--- config.mk ---
export PLATFORM = sky130hd
export DESIGN_NAME = multicycle_ctrl_fsm
export DESIGN_NICKNAME = d
export VERILOG_FILES = /design/src/rtl/multicycle_ctrl_fsm.sv
export SDC_FILE = /design/constraint.sdc
export NUM_CORES = 1
export LEC_CHECK = 0
export BUFFER_PORTS_ARGS = -buffer_cell sky130_fd_sc_hd__buf_4
export CAP_MARGIN = 15
export CORE_MARGIN = 5
export CORE_UTILIZATION = 45
export DETAILED_ROUTE_END_ITERATION = 10
export PLACE_DENSITY = 0.72
export SLEW_MARGIN = 20
export SYNTH_ARGS = -nofsm -noshare
export SYNTH_HDL_FRONTEND = slang
export SYNTH_SLANG_ARGS = --single-unit
--- constraint.sdc ---
create_clock -name clk -period 2.5 [get_ports clk]
set_input_delay 0.125 -clock clk [delete_from_list [all_inputs] [get_ports clk]]
set_output_delay 0.125 -clock clk [all_outputs]
set_load 0.05 [all_outputs]
--- src/rtl/multicycle_ctrl_fsm.sv ---
`timescale 1ns/1ps
`default_nettype none
// ============================================================================
//  Module      : multicycle_ctrl_fsm
//  Description : Control sequencer for a multicycle CPU. Walks each
//                instruction from FETCH to retire, drives the ALU op and
//                datapath enables, and counts retired instructions.
//                Optional macro ILLEGAL_TRAP_EN: when defined, an illegal
//                opcode in DECODE parks the sequencer in TRAP until reset.
//                When undefined, an illegal opcode retires like a NOP.
//  Revision    : 1.0 - initial release
// ============================================================================
module multicycle_ctrl_fsm #(
    parameter int CNT_W = 32
) (
    input  logic             clk,
    input  logic             rst,
    input  logic [5:0]       instr_opcode,
    input  logic             mem_ready,
    input  logic             Beq_alu,
    output logic [3:0]       ALU_selection,
    output logic             alu_src_a,
    output logic [1:0]       alu_src_b,
    output logic [1:0]       pc_src,
    output logic             pc_write,
    output logic             ir_write,
    output logic             iord,
    output logic             mem_read,
    output logic             mem_write,
    output logic             reg_write,
    output logic             reg_dst,
    output logic             mem_to_reg,
    output logic [3:0]       state_out,
    output logic [CNT_W-1:0] instr_count
);

    typedef enum logic [3:0] {
        S_FETCH  = 4'd0,
        S_DECODE = 4'd1,
        S_EXEC_R = 4'd2,
        S_EXEC_I = 4'd3,
        S_WB_ALU = 4'd4,
        S_ADDR   = 4'd5,
        S_MEM_RD = 4'd6,
        S_WB_MEM = 4'd7,
        S_MEM_WR = 4'd8,
        S_BRANCH = 4'd9,
        S_JUMP   = 4'd10,
        S_TRAP   = 4'd11
    } state_t;

    state_t           r_state;
    state_t           w_next;
    logic [CNT_W-1:0] r_count;
    logic             w_retire;
    logic             w_alu_legal;
    logic             w_is_nop;
    logic             w_is_r;
    logic             w_is_i;
    logic             w_is_lw;
    logic             w_is_sw;
    logic             w_is_beq;
    logic             w_is_j;

    // Opcode classification; R/I forms are only valid with a supported ALU op
    always_comb begin
        w_alu_legal = 1'b0;
        case (instr_opcode[3:0])
            4'b0000, 4'b0001, 4'b0010, 4'b0011,
            4'b0100, 4'b0101, 4'b0111, 4'b1001: w_alu_legal = 1'b1;
            default:                            w_alu_legal = 1'b0;
        endcase
    end

    assign w_is_nop = (instr_opcode == 6'b000000);
    assign w_is_r   = (instr_opcode[5:4] == 2'b01) && w_alu_legal;
    assign w_is_i   = (instr_opcode[5:4] == 2'b11) && w_alu_legal;
    assign w_is_lw  = (instr_opcode == 6'b100000);
    assign w_is_sw  = (instr_opcode == 6'b100001);
    assign w_is_beq = (instr_opcode == 6'b100010);
    assign w_is_j   = (instr_opcode == 6'b100011);

    // Next-state selection; memory states hold until mem_ready
    always_comb begin
        w_next = r_state;
        case (r_state)
            S_FETCH:  if (mem_ready) w_next = S_DECODE;
            S_DECODE: begin
                if (w_is_r)                   w_next = S_EXEC_R;
                else if (w_is_i)              w_next = S_EXEC_I;
                else if (w_is_lw || w_is_sw)  w_next = S_ADDR;
                else if (w_is_beq)            w_next = S_BRANCH;
                else if (w_is_j)              w_next = S_JUMP;
                else if (w_is_nop)            w_next = S_FETCH;
                else begin
`ifdef ILLEGAL_TRAP_EN
                    w_next = S_TRAP;
`else
                    w_next = S_FETCH;
`endif
                end
            end
            S_EXEC_R: w_next = S_WB_ALU;
            S_EXEC_I: w_next = S_WB_ALU;
            S_WB_ALU: w_next = S_FETCH;
            S_ADDR:   w_next = w_is_lw ? S_MEM_RD : S_MEM_WR;
            S_MEM_RD: if (mem_ready) w_next = S_WB_MEM;
            S_WB_MEM: w_next = S_FETCH;
            S_MEM_WR: if (mem_ready) w_next = S_FETCH;
            S_BRANCH: w_next = S_FETCH;
            S_JUMP:   w_next = S_FETCH;
            S_TRAP:   w_next = S_TRAP;
            default:  w_next = S_FETCH;
        endcase
    end

    // An instruction retires whenever the sequencer re-enters FETCH
    assign w_retire = (w_next == S_FETCH) && (r_state != S_FETCH);

    // State and retired-instruction counter registers
    always_ff @(posedge clk) begin
        if (rst) begin
            r_state <= S_FETCH;
            r_count <= '0;
        end else begin
            r_state <= w_next;
            if (w_retire) r_count <= r_count + 1'b1;
        end
    end

    // Moore decode of datapath controls; reset forces everything to zero at once
    // so an in-flight memory strobe drops in the same cycle rst is asserted.
    always_comb begin
        ALU_selection = 4'b0000;
        alu_src_a     = 1'b0;
        alu_src_b     = 2'd0;
        pc_src        = 2'd0;
        pc_write      = 1'b0;
        ir_write      = 1'b0;
        iord          = 1'b0;
        mem_read      = 1'b0;
        mem_write     = 1'b0;
        reg_write     = 1'b0;
        reg_dst       = 1'b0;
        mem_to_reg    = 1'b0;
        if (!rst) begin
            case (r_state)
                S_FETCH: begin
                    mem_read      = 1'b1;
                    alu_src_b     = 2'd1;
                    ALU_selection = 4'b0010;
                    ir_write      = mem_ready;
                    pc_write      = mem_ready;
                end
                S_DECODE: begin
                    alu_src_b     = 2'd3;
                    ALU_selection = 4'b0010;
                end
                S_EXEC_R: begin
                    alu_src_a     = 1'b1;
                    ALU_selection = instr_opcode[3:0];
                end
                S_EXEC_I: begin
                    alu_src_a     = 1'b1;
                    alu_src_b     = 2'd2;
                    ALU_selection = instr_opcode[3:0];
                end
                S_WB_ALU: begin
                    reg_write = 1'b1;
                    reg_dst   = ~instr_opcode[5];   // 01xxxx is R-type -> rd
                end
                S_ADDR: begin
                    alu_src_a     = 1'b1;
                    alu_src_b     = 2'd2;
                    ALU_selection = 4'b0010;
                end
                S_MEM_RD: begin
                    mem_read = 1'b1;
                    iord     = 1'b1;
                end
                S_WB_MEM: begin
                    reg_write  = 1'b1;
                    mem_to_reg = 1'b1;
                end
                S_MEM_WR: begin
                    mem_write = 1'b1;
                    iord      = 1'b1;
                end
                S_BRANCH: begin
                    alu_src_a     = 1'b1;
                    ALU_selection = 4'b0011;
                    pc_src        = 2'd1;
                    pc_write      = Beq_alu;
                end
                S_JUMP: begin
                    pc_src   = 2'd2;
                    pc_write = 1'b1;
                end
                default: ;
            endcase
        end
    end

    assign state_out   = rst ? 4'd0 : r_state;
    assign instr_count = rst ? '0 : r_count;

endmodule
`default_nettype wire
* Yosys cells after proc, flatten, opt, wreduce, memory -nomap -nowiden
Memory sizes are Yosys's and may differ from the RTL's. Cells that the tools add are included. Widths: inputs -> output; s select.
Operators by class: muxes and demuxes 36, bitwise operators 1, $add $sub $neg 1, equal/unequal tests 17, reduce and logical (&&, ||, !) cells 14
Operators by type and width (count):
- $mux 4 | 11
- $add 32x1->32 const B | 1
- $mux 32 | 1
- $pmux 4 s7 | 1
- $eq 6x6->1 const B | 4
- $mux 1 | 17
- $eq 4x3->1 const B | 4
- $eq 4x4->1 const B | 4
- $pmux 4 s3 | 1
- $reduce_or 2->1 | 5
- $eq 4x2->1 const B | 2
- $logic_not 4->1 | 2
- $pmux 2 s3 | 1
- $eq 4x1->1 const B | 1
- $mux 2 | 2
- $pmux 2 s2 | 1
- $reduce_bool 4->1 | 1
- $reduce_or 4->1 | 1
- $logic_and 1x1->1 | 3
- $pmux 1 s3 | 1
- $reduce_or 3->1 | 1
- $eq 2x1->1 const B | 1
- $eq 2x2->1 const B | 1
- $logic_or 1x1->1 | 1
- $not 1->1 | 1
Storage, ports and cells: word-level logic and storage cells 72, bits of input ports 10, output and inout port bits 53, memory bits (read-only) 16, memories kept 1, bits in registers 36
Memory list:
- (no name shown) | depth 16, bits a word 1, rd ports 1, clocked after Yosys merged registers in 0, wr ports 0, RTL line 68 | case (instr_opcode[3:0])

* Longest topological paths before layout
depth after elaboration 9, gate-level depth with buffers 9, gate-level depth less buffers 7

* Worst setup path after synthesis
OpenSTA, ideal clock, no wires.
path kind register -> output, start reg r_state[1], end out pc_write, stages on the path, launching flop included 6, arrival 2.947 ns, setup slack -0.572 ns, data required time 2.375 ns, path buffers 2, cells stage by stage dfxtp_1 -> buf_2 -> clkbuf_1 -> or2_2 -> nor4_1 -> a211o_1
Between the ends: cells in the longest elaborated chain, start to end 3, elaborated cells between the ends (all ways) 5, those cells by class eq/ne: 2; mux: 2; reduce/logical: 1
Ends and longest elaborated chain:
- from (decl) | RTL line 52 | state_t r_state;
- from (signal assigned) | RTL line 126 | r_state <= w_next;
- $eq 4x4->1 or $logic_not 4->1 (tied branches) | RTL line 147 | case (r_state)
- $pmux 1 s3 * | RTL line 147
- $mux 1 * | RTL line 146 | if (!rst) begin
- to (decl) | RTL line 25 | output logic pc_write,
Mark *: on every way between the ends. The rest lies on a longest branch, timed or not.

* Worst setup path after layout
start reg r_state[1], end reg r_count[12]
Between the ends: cells in the longest elaborated chain, start to end 5, elaborated cells between the ends (all ways) 16, those cells by class eq/ne: 7; mux: 4; reduce/logical: 5
Ends and longest elaborated chain:
- $eq 4x2->1 | RTL line 86 | case (r_state)
- $reduce_or 2->1 (no source line)
- $pmux 4 s7 | RTL line 86
- $logic_not 4->1 | RTL line 118 | assign w_retire = (w_next == S_FETCH) && (r_state != S_FETCH);
- $logic_and 1x1->1 * | RTL line 118
- to (signal assigned) | RTL line 127 | if (w_retire) r_count <= r_count + 1'b1;
- to (decl) | RTL line 54 | logic [CNT_W-1:0] r_count;
Marks and branches as above. A chain may end at the register's enable or synchronous reset.

==> results.json <==
{
  "dr_total_vias": 2615,
  "max_slew_margin": 0.4627,
  "area.growth.synth_to_final_pct": 35.18,
  "most_frequent_cell_after_synthesis": "nor2b_1",
  "routed_wire_length_per_instance_um": 14.65,
  "critical_path.n_buffers_inverters": 1,
  "drc_errors": 0,
  "placedCellCount": 451,
  "final_layout_size_suffix_gt1_frac": 0.3350,
  "period_minus_slack_ns": 2.460,
  "initialDrtViolationCount": 210,
  "min-delay-path-class": "in -> reg",
  "critPathArrivalTime_ns": 2.64,
  "final_util": 0.6341,
  "clock_sinks": 36,
  "layoutNonFillerInstCount": 461,
  "synth.distinct_cells": 46,
  "clk_transition_reported_paths_ns": 0.07,
  "die_width_um": 83.20,
  "cts.root.buffer_cell": "clkbuf_8",
  "timing_worst_slew_pin_value_ns": 0.8059,
  "asyncSetResetFlopFracSynth": 0,
  "cp-start-kind": "flip-flop",
  "path_delay_family": "simple AND/OR/NAND/NOR gates",
  "cts_made_buffers": 5,
  "die_y_um": 83.20,
  "finalWorstSetupSlack_ns": 0.04012,
  "synth_nets": 326,
  "number_of_global_route_vias_before_repair": 2291,
  "synth.ff_latch_count": 36,
  "hold-worst-slack_ns": 0.1459,
  "grtUsageTotal": 0.1851,
  "power_per_cell_area_nw_per_um2": 407.3,
  "synth_top_area_frac": 0.2989,
  "synthCells": 315,
  "clock-skew-final_ns": 0.005057,
  "achievable-frequency_mhz": 406.5,
  "top_fanout_value_on_the_critical_path": 7,
  "netlist.top_cell.by_area": "dfxtp_1",
  "filler_cell_count": 498,
  "antenna_found_initial": 0,
  "timing.critical_path.cells": "buf_4 > xor2_1 > o41a_1 > o21ai_0 > or3_4 > or4_1 > mux2_1",
  "postSynthAreaPerCell_um2": 7.654,
  "ys_top_cells_by_area": "dfxtp_1 30%, nor2b_1 9.9%, mux2_2 6.1%",
  "static-leakage-power_nw": 1.348,
  "place.gp.congestion": 0.8866,
  "maxCapViolations": 0,
  "irDropWorstVdd_mv": 0.2250,
  "cts_max_level": 2,
  "viasPerCell": 5.672,
  "final_max_slew_viol_count": 0,
  "clk_latency_ns": 0.29,
  "post_synth_instance_area_um2": 2411,
  "final_net_count": 401,
  "rows": 26,
  "critical_path_capture_point_type": "flip-flop",
  "top_cell_types_by_occurrence_after_synthesis": "38 x nor2b_1, 36 x dfxtp_1, 34 x nor2_1, 22 x a21oi_1, 22 x nand3_1",
  "final-hold-violation-count": 0,
  "clock_path_buffers": 2,
  "placement.setup.worst_slack_ns": 0.03621,
  "gr-total-overflow": 0,
  "cp_slowest_cell": "or4_1",
  "yosysSeqAreaShare": 0.2989,
  "top_level_ports": 63,
  "drt-pass1-iter-count": 4,
  "dpl.hpwl_um": 4763,
  "setup_viol": 0,
  "cp_data_required_time_ns": 2.68,
  "yosysWarnings": 0,
  "antenna_cells": 0,
  "outcome": "completed",
  "antenna_violating_nets_post_route": 0,
  "wl_um": 6752,
  "initial_utilization": 0.4691,
  "cts_tree": "built",
  "critical_path_type": "reg -> reg",
  "portBuffers": 62,
  "critical_path_max_stage_delay_ns": 0.54,
  "grt_first_pass_wirelength_um": 10900,
  "synth-main-ff-cell": "dfxtp_1",
  "fp.dieArea_um2": 6921,
  "placeable_area_um2": 5140,
  "fin_crit_sh": 0.9840,
  "largest_net_degree_at_the_start_of_global_routing": 87,
  "synth-edff-count": 0
}
[per-stage QoR]
stage / TNS (ns) / total power (W) / cell area, um^2
after floorplan: 0 / 0.0007031 / 2424
after global placement: 0 / 0.0007598 / 3080
after detailed placement: 0 / 0.0007608 / 3080
after CTS: 0 / 0.001328 / 3207
after global routing: -0.06478 / 0.001381 / 3259
final: 0 / 0.001328 / 3259
[area by class of cell]
type | instances | area [um^2] | area share
clock buffers | 7 | 96.34 | 0.02956
clock inverters | 1 | 30.03 | 0.009213
inverters | 3 | 11.26 | 0.003455
multi-input cells | 255 | 1637 | 0.5021
flip-flops and latches | 36 | 725.7 | 0.2226
well taps | 70 | 87.58 | 0.02687
repair buffers | 89 | 671.9 | 0.2061
[metal layers]
metal / vias to the layer above / track usage / wire [um]
met3: 10 / 0.04851 / 419
met2: 77 / 0.2915 / 3119
met5: - / 0 / 0
met4: 0 / 0.04012 / 78
li1: 1309 / - / -
met1: 1219 / 0.2535 / 3134
[cell usage in the layout (no fill, tap or decap), types with 9 or more instances in the layout]
cell and instances:
a21oi_1 22, dfxtp_1 32, nand2_1 17, or3_1 9
nand3_1 22, buf_4 88, nor3_1 10, mux2_2 13
nor2b_1 38, or4_1 10, nor2_1 34
[cell families after synthesis]
logic type | after synthesis | share of synthesized area
muxes | 14 | 0.06539
buffers and inverters | 24 | 0.03944
xor gates and xnor gates | 4 | 0.01453
adders and majority gates | 1 | 0.005189
AOI/OAI and AO/OA | 49 | 0.1318
DFF | 36 | 0.2989
and+or+nand+nor | 187 | 0.4447
[what timing repair did]
item | 4_1_cts | 5_1_grt
setup endpoints to repair | 0 | 8
resized for setup | 0 | 10
setup buffers | 0 | 2
hold buffers | 0 | 0
[worst register-to-register path: cells and delay by family, from the launching register on]
family	cells	cell delay, ns
mux	1	0.32
xor+xnor	1	0.22
buf+inv	1	0.14
simple gates	2	0.94
compound gates	2	0.35
flops	1	0.38
[sequential cells by signal, indices dropped and copies added, names as in the netlist]
register	flops
r_state	4
r_count	32
[report_power, final]
group          internal (W)  switching, W
combinational     0.0000596      0.000111
clock              0.000352      0.000222
sequential         0.000577    0.00000590
[final timing paths]
kind	start	slack, ns	cells past startpoint	end
min	instr_opcode[5]	0.15	3	r_state[0]
max	r_state[1]	0.04	7	r_count[12]
max reg2reg	r_state[1]	0.04	7	r_count[12]
min reg2reg	r_count[31]	0.47	2	r_count[31]
No activity file was read; power rests on OpenSTA's default activity.
